--- config.mk ---
export PLATFORM = sky130hd
export DESIGN_NAME = mem_block_buffer
export DESIGN_NICKNAME = d
export VERILOG_FILES = /design/src/rtl/mem_block_buffer.sv
export SDC_FILE = /design/constraint.sdc
export NUM_CORES = 1
export LEC_CHECK = 0
export BUFFER_PORTS_ARGS = -buffer_cell sky130_fd_sc_hd__buf_2
export CAP_MARGIN = 0
export CORE_MARGIN = 5
export CORE_UTILIZATION = 41
export DETAILED_ROUTE_END_ITERATION = 7
export GPL_TIMING_DRIVEN = 0
export HOLD_SLACK_MARGIN = 0.06
export PLACE_DENSITY = 0.63
export REMOVE_ABC_BUFFERS = 1
export SLEW_MARGIN = 10
export SYNTH_ARGS = -nofsm -noshare
export SYNTH_HDL_FRONTEND = slang
export SYNTH_SLANG_ARGS = --single-unit
--- constraint.sdc ---
create_clock -name clock_i -period 5.8 [get_ports clock_i]
set_clock_uncertainty 0.2 [all_clocks]
set_input_delay 0.29 -clock clock_i [delete_from_list [all_inputs] [get_ports clock_i]]
set_output_delay 0.29 -clock clock_i [all_outputs]
set_load 0.01 [all_outputs]
--- src/rtl/mem_block_buffer.sv ---
// mem_block_buffer: staging FIFO between a word-oriented controller and a
// block-capable memory port. Writes are gathered from the controller, then
// handed to memory after an address handshake. Reads are collected from
// memory, then handed back to the controller. Each transfer ends with a
// one-cycle CLEAR that empties the FIFO and pulses mem_clear_o / done_o.
// Optional sticky protocol-exception flags are built when the macro
// MEM_BLOCK_BUFFER_EXCEPTION_EN is defined. Otherwise exception_o is tied to 0.
module mem_block_buffer #(
    parameter int BLOCK_WORDS = 4,
    parameter int ADDR_W      = 24
) (
    input  logic              clock_i,
    input  logic              reset_i,
    input  logic              req_i,
    input  logic              reqBlock_i,
    input  logic              rw_i,
    input  logic [ADDR_W-1:0] add_i,
    input  logic              write_en_i,
    input  logic [31:0]       data_i,
    input  logic              read_ack_i,
    output logic              ready_write_o,
    output logic              ready_read_o,
    output logic [31:0]       data_o,
    output logic              done_o,
    output logic [3:0]        exception_o,
    output logic              mem_req_o,
    output logic              mem_reqBlock_o,
    output logic              mem_rw_o,
    output logic              mem_clear_o,
    output logic [ADDR_W-1:0] mem_add_o,
    output logic [31:0]       mem_data_o,
    input  logic              mem_ready_i,
    input  logic              mem_valid_i,
    input  logic              mem_done_i,
    input  logic [31:0]       mem_data_i
);

    localparam int PTR_W = $clog2(BLOCK_WORDS);
    localparam int CNT_W = PTR_W + 1;
    localparam logic [CNT_W-1:0] FULL_CNT = CNT_W'(BLOCK_WORDS);

    typedef enum logic [3:0] {
        S_IDLE,
        S_WFILL,
        S_WISSUE,
        S_WSEND,
        S_WDONE,
        S_RISSUE,
        S_RRECV,
        S_RDRAIN,
        S_CLEAR
    } state_t;

    state_t r_state;
    state_t w_state_next;

    // Latched request and the req_i edge detector.
    logic              r_req_prev;
    logic              r_rw;
    logic              r_block;
    logic [ADDR_W-1:0] r_addr;

    // FIFO storage and bookkeeping.
    logic [31:0]       r_mem [BLOCK_WORDS];
    logic [PTR_W-1:0]  r_wptr;
    logic [PTR_W-1:0]  r_rptr;
    logic [CNT_W-1:0]  r_count;

    logic              w_req_rise;
    logic              w_accept;
    logic              w_push_req;
    logic              w_pop_req;
    logic              w_push;
    logic              w_pop;
    logic [CNT_W-1:0]  w_len;
    logic [31:0]       w_push_data;
    logic [31:0]       w_head;

    assign w_len       = r_block ? FULL_CNT : CNT_W'(1);
    assign w_req_rise  = req_i & ~r_req_prev;
    assign w_accept    = (r_state == S_IDLE) & w_req_rise;

    // Only the phase that owns a handshake may move data.
    // Stray strobes in any other phase are ignored.
    assign w_push_req  = ((r_state == S_WFILL) & write_en_i & (r_count < w_len)) |
                         ((r_state == S_RRECV) & mem_valid_i);
    assign w_pop_req   = ((r_state == S_WSEND) & mem_ready_i) |
                         ((r_state == S_RDRAIN) & read_ack_i);

    // Overflow and underflow attempts are dropped.
    assign w_push      = w_push_req & (r_count != FULL_CNT);
    assign w_pop       = w_pop_req & (r_count != '0);
    assign w_push_data = (r_state == S_RRECV) ? mem_data_i : data_i;
    assign w_head      = r_mem[r_rptr];

    // State register.
    always_ff @(posedge clock_i or posedge reset_i) begin
        if (reset_i) begin
            r_state <= S_IDLE;
        end else begin
            r_state <= w_state_next;
        end
    end

    // Next-state decode.
    always_comb begin
        w_state_next = r_state;
        case (r_state)
            S_IDLE: begin
                if (w_accept) begin
                    w_state_next = rw_i ? S_WFILL : S_RISSUE;
                end
            end
            // One extra cycle is spent with the FIFO at N, so ready_write_o
            // drops before the memory handshake starts.
            S_WFILL:  if (r_count == w_len) w_state_next = S_WISSUE;
            S_WISSUE: if (mem_ready_i) w_state_next = S_WSEND;
            S_WSEND:  if (w_pop && (r_count == CNT_W'(1))) w_state_next = S_WDONE;
            S_WDONE:  if (mem_done_i) w_state_next = S_CLEAR;
            S_RISSUE: if (mem_ready_i) w_state_next = S_RRECV;
            S_RRECV:  if (w_push && (r_count == (w_len - CNT_W'(1)))) w_state_next = S_RDRAIN;
            S_RDRAIN: if (w_pop && (r_count == CNT_W'(1))) w_state_next = S_CLEAR;
            S_CLEAR:  w_state_next = S_IDLE;
            default:  w_state_next = S_IDLE;
        endcase
    end

    // Output decode. The memory request fields are shown only while the
    // request is outstanding, and all outputs read 0 otherwise.
    always_comb begin
        ready_write_o  = 1'b0;
        ready_read_o   = 1'b0;
        data_o         = 32'h0;
        done_o         = 1'b0;
        mem_req_o      = 1'b0;
        mem_reqBlock_o = 1'b0;
        mem_rw_o       = 1'b0;
        mem_clear_o    = 1'b0;
        mem_add_o      = '0;
        mem_data_o     = 32'h0;
        case (r_state)
            S_WFILL: ready_write_o = (r_count < w_len);
            S_WISSUE, S_RISSUE: begin
                mem_req_o      = 1'b1;
                mem_rw_o       = r_rw;
                mem_reqBlock_o = r_block;
                mem_add_o      = r_addr;
            end
            S_WSEND: mem_data_o = w_head;
            S_RDRAIN: begin
                ready_read_o = (r_count != '0);
                data_o       = (r_count != '0) ? w_head : 32'h0;
            end
            S_CLEAR: begin
                mem_clear_o = 1'b1;
                done_o      = 1'b1;
            end
            default: ;
        endcase
    end

    // Request latch and req_i history. The history resets high, so a req_i
    // that is held across reset must fall and rise again before it counts.
    always_ff @(posedge clock_i or posedge reset_i) begin
        if (reset_i) begin
            r_req_prev <= 1'b1;
            r_rw       <= 1'b0;
            r_block    <= 1'b0;
            r_addr     <= '0;
        end else begin
            r_req_prev <= req_i;
            if (w_accept) begin
                r_rw    <= rw_i;
                r_block <= reqBlock_i;
                r_addr  <= add_i;
            end
        end
    end

    // FIFO pointers and occupancy. CLEAR empties the FIFO. Pointers wrap at
    // the power-of-two depth.
    always_ff @(posedge clock_i or posedge reset_i) begin
        if (reset_i) begin
            r_wptr  <= '0;
            r_rptr  <= '0;
            r_count <= '0;
        end else if (r_state == S_CLEAR) begin
            r_wptr  <= '0;
            r_rptr  <= '0;
            r_count <= '0;
        end else begin
            if (w_push) r_wptr <= r_wptr + PTR_W'(1);
            if (w_pop)  r_rptr <= r_rptr + PTR_W'(1);
            case ({w_push, w_pop})
                2'b10:   r_count <= r_count + CNT_W'(1);
                2'b01:   r_count <= r_count - CNT_W'(1);
                default: ;
            endcase
        end
    end

    // FIFO storage write port. It has no reset because stale words are
    // never visible past the count.
    always_ff @(posedge clock_i) begin
        if (w_push) begin
            r_mem[r_wptr] <= w_push_data;
        end
    end

`ifdef MEM_BLOCK_BUFFER_EXCEPTION_EN
    logic [3:0] r_exc;
    logic [3:0] w_exc_set;

    // Protocol violation detection.
    always_comb begin
        w_exc_set    = 4'b0;
        w_exc_set[0] = (r_state == S_WFILL) & write_en_i & (r_count == FULL_CNT);
        w_exc_set[1] = (r_state == S_RDRAIN) & read_ack_i & (r_count == '0);
        w_exc_set[2] = (r_state != S_RRECV) & mem_valid_i;
        w_exc_set[3] = (r_state != S_IDLE) & w_req_rise;
    end

    // Sticky exception flags. Only reset clears them.
    always_ff @(posedge clock_i or posedge reset_i) begin
        if (reset_i) begin
            r_exc <= 4'b0;
        end else begin
            r_exc <= r_exc | w_exc_set;
        end
    end

    assign exception_o = r_exc;
`else
    assign exception_o = 4'b0;
`endif

endmodule

# == Yosys cells after proc, flatten, opt, wreduce, memory -nomap -nowiden ==
# Memory sizes are Yosys's and may differ from the RTL's.
# Index checks and enable logic that the tools add are counted.
# op_classes
addsub,5
n_lt_le_gt_ge,1
eq_ne,22
mux,30
bitwise,12
reduce_logical,9
# ops
cell,n
$mux W32,4
$mux W4,8
$pmux W4 S8,1
$mux W24,1
$eq A4 B3 Y1 const B,4
$and A1 B1 Y1,9
$mux W3,3
$eq A4 B2 Y1 const B,2
$mux W1,8
$mux W2,4
$ne A2 B1 Y1 const B,4
$ne A2 B2 Y1 const B,4
$reduce_and A8 Y1,1
$eq A3 B3 Y1,2
$pmux W3 S2,1
$reduce_bool A3 Y1,2
$sub A3 B1 Y3 const B,2
$add A2 B1 Y2 const B,2
$eq A4 B1 Y1 const B,1
$eq A4 B4 Y1 const B,1
$logic_not A4 Y1,1
$reduce_bool A2 Y1,2
$add A3 B1 Y3 const B,1
$eq A3 B1 Y1 const B,1
8 further kinds,10
# word_totals
regBits,38
mem_bits_rw,128
in_bits,98
output_inout_bits,99
wordCells,88
mem_count,1
# mem_list
name,depth,word_bits,rd,rd_ports_with_merged_regs,write_ports,line_no,text
r_mem,4,32,1,0,1,64,logic [31:0] r_mem [BLOCK_WORDS];

# == Depth between registers and ports, before layout ==
# Gate-level depths: netlist of the first run.
# depth
ltp_word,8
mapped_depth,6
ltp_nobuf,6

# == Least setup slack after synthesis of the first run ==
# No wires, ideal clock.
# synth_timing
kind,flip-flop to flip-flop
startpoint,reg r_state[1]
endpoint,"mem r_mem[0][0], enable pin"
setup_ps,425
arrival_ps,2952
t_required_ps,5175
setup_slack_ps,2223
stages_incl_launch_ff,5
n_path_buf,0
synth_period_minus_slack_ps,3577
path_cell_list,dfrtp_1 > or4b_4 > a2111oi_4 > nor2_2 > nor2b_1
# synth_via
elab_chain_cells,7
# synth_rtl
item,line_no,text
from (decl),54,state_t r_state;
from (signal assigned),101,r_state <= w_state_next;
$eq A4 B1 Y1,85,assign w_push_req = ((r_state == S_WFILL) & write_en_i & (r_count < w_len)) |
$and A1 B1 Y1 (2 in a row),85,
$or A1 B1 Y1 *,85,
$and A1 B1 Y1 *,91,assign w_push = w_push_req & (r_count != FULL_CNT);
$mux W1 *,205,if (w_push) begin
$mux W1 (implied by the code) *,206,r_mem[r_wptr] <= w_push_data;
to (decl),64,
# Every way passes the cells marked *; elsewhere a longest branch is shown, timed or not.

# == Worst setup path after layout of the first run ==
# layout_timing
startpoint,reg r_state[2]
endpoint,mem r_mem[3][4] (data pin)
# layout_via
elab_chain_cells,2
# layout_rtl
item,line_no,text
$eq A4 B3 Y1,93,assign w_push_data = (r_state == S_RRECV) ? mem_data_i : data_i;
$mux W32,93,
net w_push_data[4],76,logic [31:0] w_push_data;
# The timed path passes the listed nets, and every way through them passes these cells.

==> results.json, run 1 <==
{
  "p_int_mw": 3.02,
  "arrival_ps": 3110,
  "swShare_pct": 33.2,
  "min_path_type": "in2reg",
  "routedWlPerCell_um": 17.2,
  "setup_viol": 0,
  "synth_cells": 481,
  "drc": 0,
  "overflow": 0,
  "routabilityCongestion": 0.762,
  "grt_first_pass_wirelength_mm": 28.2,
  "grt_max_degree": 39,
  "io_pins": 197,
  "synthToLayoutAreaGrowth_pct": 37.3,
  "critical_path_required_ps": 5740,
  "numCtsBuffers": 17,
  "clock-sinks": 166,
  "dr.pass1.iters": 4,
  "ys_async_sr_fraction_pct": 22.9,
  "antenna_cells": 0,
  "die_h_um": 147,
  "slew_headroom_pct": 46.6,
  "clock-root-buffer": "clkbuf_16",
  "drv_slew": 0,
  "tns_ps": 0,
  "grt_pass1_vias": 5454,
  "num_vias": 5086,
  "worstSetupEndpointType": "flip-flop",
  "start_kind": "flip-flop",
  "final_layout_size_suffix_gt1_share_pct": 45.1,
  "synth_edf_count": 128,
  "fin_util_pct": 56.7,
  "port-buffer-count": 192,
  "cts_tree": "yes",
  "p_seq_share_pct": 37.1,
  "finalPower_mw": 4.52,
  "min_period_ps": 3170,
  "p_switching_mw": 1.50,
  "start_util_pct": 41.3,
  "finalCritPeriodShare_pct": 54.6,
  "layout.nets": 878,
  "drt_iter0_drc": 183,
  "ys_top_cells_by_area": "edfxtp_1 50%, dfrtp_1 12%, mux4_2 9.4%, mux2_2 8.8%, and2_1 7.3%",
  "netlist_area_mm2": 0.00767,
  "wirelength_mm": 17.5,
  "synth.top_cell.area_share_pct": 50.1,
  "ys_seq_area_share_pct": 62.6,
  "ant_nets": 0,
  "final-hold-violation-count": 0,
  "htreeDepth": 4,
  "path_clk_slew_ps": 70,
  "row_count": 50,
  "grt.total_usage_pct": 16.5,
  "peakVddDrop_v": 0.000226,
  "power-per-cell-area_mw_per_mm2": 429,
  "fmax_mhz": 316,
  "die_w_um": 147,
  "status": "completed",
  "hold_slack_ps": 143,
  "vias_per_cell": 5.00,
  "rsz0062_at_grt": "false",
  "yosys_warnings": 0,
  "ctsResizeCount": 0,
  "insertion_delay_ps": 420,
  "die-area_mm2": 0.0215,
  "worst_slew_pin_slew_ps": 800,
  "p_leak_nw": 4.33,
  "syn_avg_cell_area_um2": 15.9,
  "core_mm2": 0.0186,
  "combPwrFrac_pct": 39.1,
  "path_max_fanout": 15,
  "cap_violations": 0,
  "synth_seq_cells": 166,
  "dp.final_hpwl_mm": 12.0,
  "ys_types": 52,
  "antenna_found_initial": 0,
  "clock_path_buffers": 2,
  "synth_ff_type": "edfxtp_1",
  "worst-setup-path-type": "reg2reg",
  "pwr-share-clk_pct": 23.8,
  "yosys.area.top_type": "edfxtp_1"
}
[what timing repair did]
item | CTS | global route
hold buffers | 92 | 0
buffers inserted | 0 | 0
hold endpoints to repair | 193 | 0
[metal layers]
metal  wire length (um)  vias up  global-route usage (%)
met5                  0        -                       0
met4                157        0                    4.37
met3               1160       13                    4.53
met2               9100      171                    29.5
met1               7030     2516                    19.6
li1                   -     2386                       -
[stage by stage]
| step | setup slack, ps | area [um2] | cells |
|---|---|---|---|
| 4_1_cts | 2230 | 10500 | 1016 |
| 3_3_place_gp | -4800 | 8770 | 878 |
| 3_5_place_dp | 2690 | 9020 | 892 |
| 5_1_grt | 2430 | 10500 | 1017 |
| 2_1_floorplan | -873 | 7520 | 452 |
| 6_report | 2630 | 10500 | 1017 |
[final cells by class]
cell class | count | area (um2)
inverter | 10 | 37.5
sequential | 166 | 4800
multi-input combinational | 276 | 2730
fill | 1451 | 8050
timing repair buffer | 299 | 2100
clock inverter | 15 | 143
tap | 234 | 293
clock buffer | 17 | 425
[Yosys cell counts (all sizes together) (2+ instances only)]
| cell | count |
|---|---|
| xnor2 | 2 |
| a211oi | 3 |
| nor4bb | 2 |
| mux2 | 60 |
| ha | 10 |
| dfrtp | 37 |
| nand2b | 5 |
| clkbuf | 14 |
| a31oi | 2 |
| nand2 | 2 |
| nand3b | 3 |
| buf | 18 |
| mux2i | 2 |
| and2b | 2 |
| o21ai | 4 |
| edfxtp | 128 |
| nor3 | 10 |
| and2 | 90 |
| nor2 | 5 |
| a21oi | 4 |
| nor4b | 5 |
| nor2b | 3 |
| nand3 | 2 |
| nor4 | 2 |
| mux4 | 32 |
| inv | 10 |
| and3 | 2 |
[registers in the layout, summed over array words and instances, names as in the netlist]
| register | cells |
|---|---|
| r_mem | 128 |
| r_addr | 24 |
| r_state | 4 |
| r_count | 3 |
| r_rptr | 2 |
| r_wptr | 2 |
| r_block | 1 |
| r_req_prev | 1 |
| r_rw | 1 |
[worst max-delay path, cell delays in order (launching register included)]
cell,delay [ps]
dfrtp_1,660
nor4bb_4,630
buf_6,230
buf_6,180
mux2_2,350
dlygate4sd3_1,620
[power groups by stage]
stage | sequential (mW) | combinational, mW | clock (mW)
5_1_grt | 1.70 | 1.94 | 1.16
2_1_floorplan | 1.68 | 1.04 | 0
6_report | 1.67 | 1.77 | 1.08
3_5_place_dp | 1.70 | 1.70 | 0
4_1_cts | 1.67 | 1.80 | 1.10
3_3_place_gp | 1.76 | 1.50 | 0
[cell usage in the layout (no fill, tap or decap), drive strengths merged, types with 2 or more instances in the layout]
master,synthesis,routed
and2,90,90
edfxtp,128,128
nand2b,5,5
dfrtp,37,37
mux2i,2,2
and2b,2,2
nor2b,3,3
clkinvlp,0,3
nand2,2,2
nor4,2,2
nor4b,5,5
o21ai,4,4
clkbuf,14,17
mux2,60,60
dlygate4sd3,0,92
inv,10,18
nor4bb,2,2
clkinv,0,3
a31oi,2,2
xnor2,2,2
and3,2,2
nor3,10,10
a211oi,3,3
buf,18,207
mux4,32,32
nor2,5,5
nand3b,3,3
a21oi,4,4
ha,10,10
conb,1,4
nand3,2,2
[kinds of logic after synthesis]
kind of cell    share of synthesized area, %
other cells                           0.0489
buf+inv                                 2.55
flops                                   62.6
mux                                     18.5
fa+ha+maj                               1.63
compound gates                          2.64
xor+xnor                               0.343
simple gates                            11.8
[worst paths after layout]
path	depth (start not counted)	endpoint	from	slack [ps]
min reg2reg	1	r_addr[20]	r_addr[20]	300
max in group asynchronous	4	r_req_prev	reset_i	4910
max reg2reg	5	r_mem[3][4]	r_state[2]	2630
max	5	r_mem[3][4]	r_state[2]	2630
min in group asynchronous	4	r_block	reset_i	240
min	4	r_wptr[1]	mem_valid_i	140
Note: power is estimated with default switching activity, not from simulation.
==> run 2: changes to the inputs <==
==> constraint.sdc (replaced) <==
create_clock -name clock_i -period 2.95 [get_ports clock_i]
set_clock_uncertainty 0.2 [all_clocks]
set_input_delay 0.1475 -clock clock_i [delete_from_list [all_inputs] [get_ports clock_i]]
set_output_delay 0.1475 -clock clock_i [all_outputs]
set_load 0.01 [all_outputs]
==> run 2 against run 1 <==
Sequential power is 98% higher. Core utilization is 0.57 points higher. Combinational power grew 98%. First-iteration DRC count rose by 11%. Hold slack got worse by 51 ps. Routed wire length is 0.53% higher. Register-to-register slack got worse by 2500 ps. Sequential share of layout area shrank 0.41 points. Clock power increased by 96%. Via count is 0.57% higher. Fmax increased by 13%.
==> results.json, run 2 (synthesis gave the netlist of run 1 again) <==
{
  "status": "completed",
  "grt_max_degree": 39,
  "fmax_mhz": 356,
  "reg2reg_from": "r_state[1]",
  "worst-setup-path-type": "reg2reg",
  "crit_slowest_cell": "dlygate4sd3_1",
  "slew_headroom_pct": 47.1,
  "largest_reg_flops": 128,
  "wirelength_mm": 17.5,
  "dp.final_hpwl_mm": 12.0,
  "die_w_um": 147,
  "pwr-share-clk_pct": 23.7,
  "cp_slowest_stage_delay_ps": 620,
  "worst_slew_pin_slew_ps": 791,
  "hold_slack_ps": 92.4,
  "vias_per_cell": 4.98,
  "largestRegisters": "r_mem: 128 flops, r_addr: 24 flops, r_state: 4 flops",
  "grt_pass1_vias": 5478,
  "p_leak_nw": 4.38,
  "overflow": 0,
  "post-place-cells": 892,
  "final_cell_mix": "192 x buf_2, 128 x edfxtp_1, 94 x dlygate4sd3_1",
  "layout.nets": 889,
  "peakVddDrop_v": 0.000440,
  "path_max_fanout": 17,
  "worstSetupEndpointType": "flip-flop",
  "startpoint": "r_state[1]",
  "io_pins": 197,
  "arrival_ps": 2760,
  "routabilityCongestion": 0.762,
  "clock_path_buffers": 2,
  "htreeDepth": 4,
  "drv_slew": 0,
  "routedWlPerCell_um": 17.1,
  "row_count": 50,
  "setup_viol": 0,
  "power-per-cell-area_mw_per_mm2": 839,
  "finalCritPeriodShare_pct": 95.3,
  "fin_util_pct": 57.2,
  "num_vias": 5115,
  "clock-sinks": 166,
  "start_util_pct": 41.3,
  "final-hold-violation-count": 0,
  "highest_layer": "met4",
  "p_int_mw": 5.96,
  "swShare_pct": 33.2,
  "met1_length_mm": 7.08,
  "fin_cells": 1028,
  "path_clk_slew_ps": 70,
  "cp_cell_sequence": "nor4bb_4, buf_4, buf_6, mux2_2, dlygate4sd3_1",
  "drc": 0,
  "start_kind": "flip-flop",
  "cts_tree": "yes",
  "min_period_ps": 2810,
  "drt_iter0_drc": 204,
  "numCtsBuffers": 17,
  "combPwrFrac_pct": 39.3,
  "wl_met2_mm": 9.09,
  "port-buffer-count": 192,
  "dpl_cell_area_mm2": 0.00902,
  "p_switching_mw": 2.97,
  "stdcell_area_mm2": 0.0106,
  "die-area_mm2": 0.0215,
  "top_register": "r_mem",
  "insertion_delay_ps": 420,
  "antenna_found_initial": 0,
  "p_seq_share_pct": 36.9,
  "critical_path_required_ps": 2890,
  "rsz0062_at_grt": "false",
  "core_mm2": 0.0186,
  "cap_violations": 0,
  "route.met3.wl_mm": 1.20,
  "synthToLayoutAreaGrowth_pct": 38.7,
  "clock-root-buffer": "clkbuf_16",
  "grt.total_usage_pct": 16.6,
  "ant_nets": 0,
  "die_h_um": 147,
  "min_path_type": "in2async",
  "dr.pass1.iters": 4,
  "finalPower_mw": 8.93,
  "final_common_cell": "buf_2",
  "final_layout_size_suffix_gt1_share_pct": 46.1,
  "antenna_cells": 0,
  "grt_first_pass_wirelength_mm": 28.4
}
[run 2: worst paths after layout]
path | end | slack [ps] | depth (start not counted)
worst max-delay path | r_mem[3][24] | 140 | 5
worst min-delay path | r_block | 90 | 4
worst max register to register | r_mem[3][24] | 140 | 5
worst min register to register | r_addr[20] | 300 | 1
max in group asynchronous | r_req_prev | 2210 | 4
min in group clock_i | r_state[2] | 200 | 5
[run 2: repair_timing]
item	in CTS	in global routing
setup endpoints to repair	118	125
cloned	0	0
pin swaps	1	0
buffers inserted	2	7
hold endpoints to repair	198	0
resized for setup	7	2
hold buffers	94	0
[run 2: cell type report]
| class | count | area (um2) |
|---|---|---|
| Clock inverter | 15 | 143 |
| Clock buffer | 17 | 425 |
| Fill cell | 1443 | 7950 |
| Sequential cell | 166 | 4800 |
| Tap cell | 234 | 293 |
| Inverter | 10 | 37.5 |
| Multi-Input combinational cell | 276 | 2750 |
| Timing Repair Buffer | 310 | 2190 |
[run 2: per-stage QoR]
step	setup TNS [ps]	setup slack, ps
global placement	-1609960	-7650
floorplan	-701000	-3720
CTS	0	6.83
global route	0	64.0
finish	0	137
detailed placement	-12290	-163
[run 2: worst max-delay path: cells and delay by family (launching register included)]
kind / cells / cell delay (ps)
and+or+nand+nor: 1 / 410
muxes: 1 / 360
buffers and inverters: 3 / 1020
DFF: 1 / 540
[run 2: power groups by stage]
stage                     clock (mW)  sequential [mW]  combinational, mW
after floorplan                    0             3.31               2.05
after global placement             0             3.46               2.95
after detailed placement           0             3.33               3.35
after CTS                       2.17             3.29               3.55
after global routing            2.27             3.35               3.86
final                           2.12             3.30               3.51
[run 2: layer usage]
| metal | vias to the layer above | track usage, % |
|---|---|---|
| met3 | 14 | 4.53 |
| met5 | - | 0 |
| li1 | 2407 | - |
| met2 | 175 | 29.7 |
| met1 | 2519 | 19.7 |
| met4 | 0 | 4.37 |
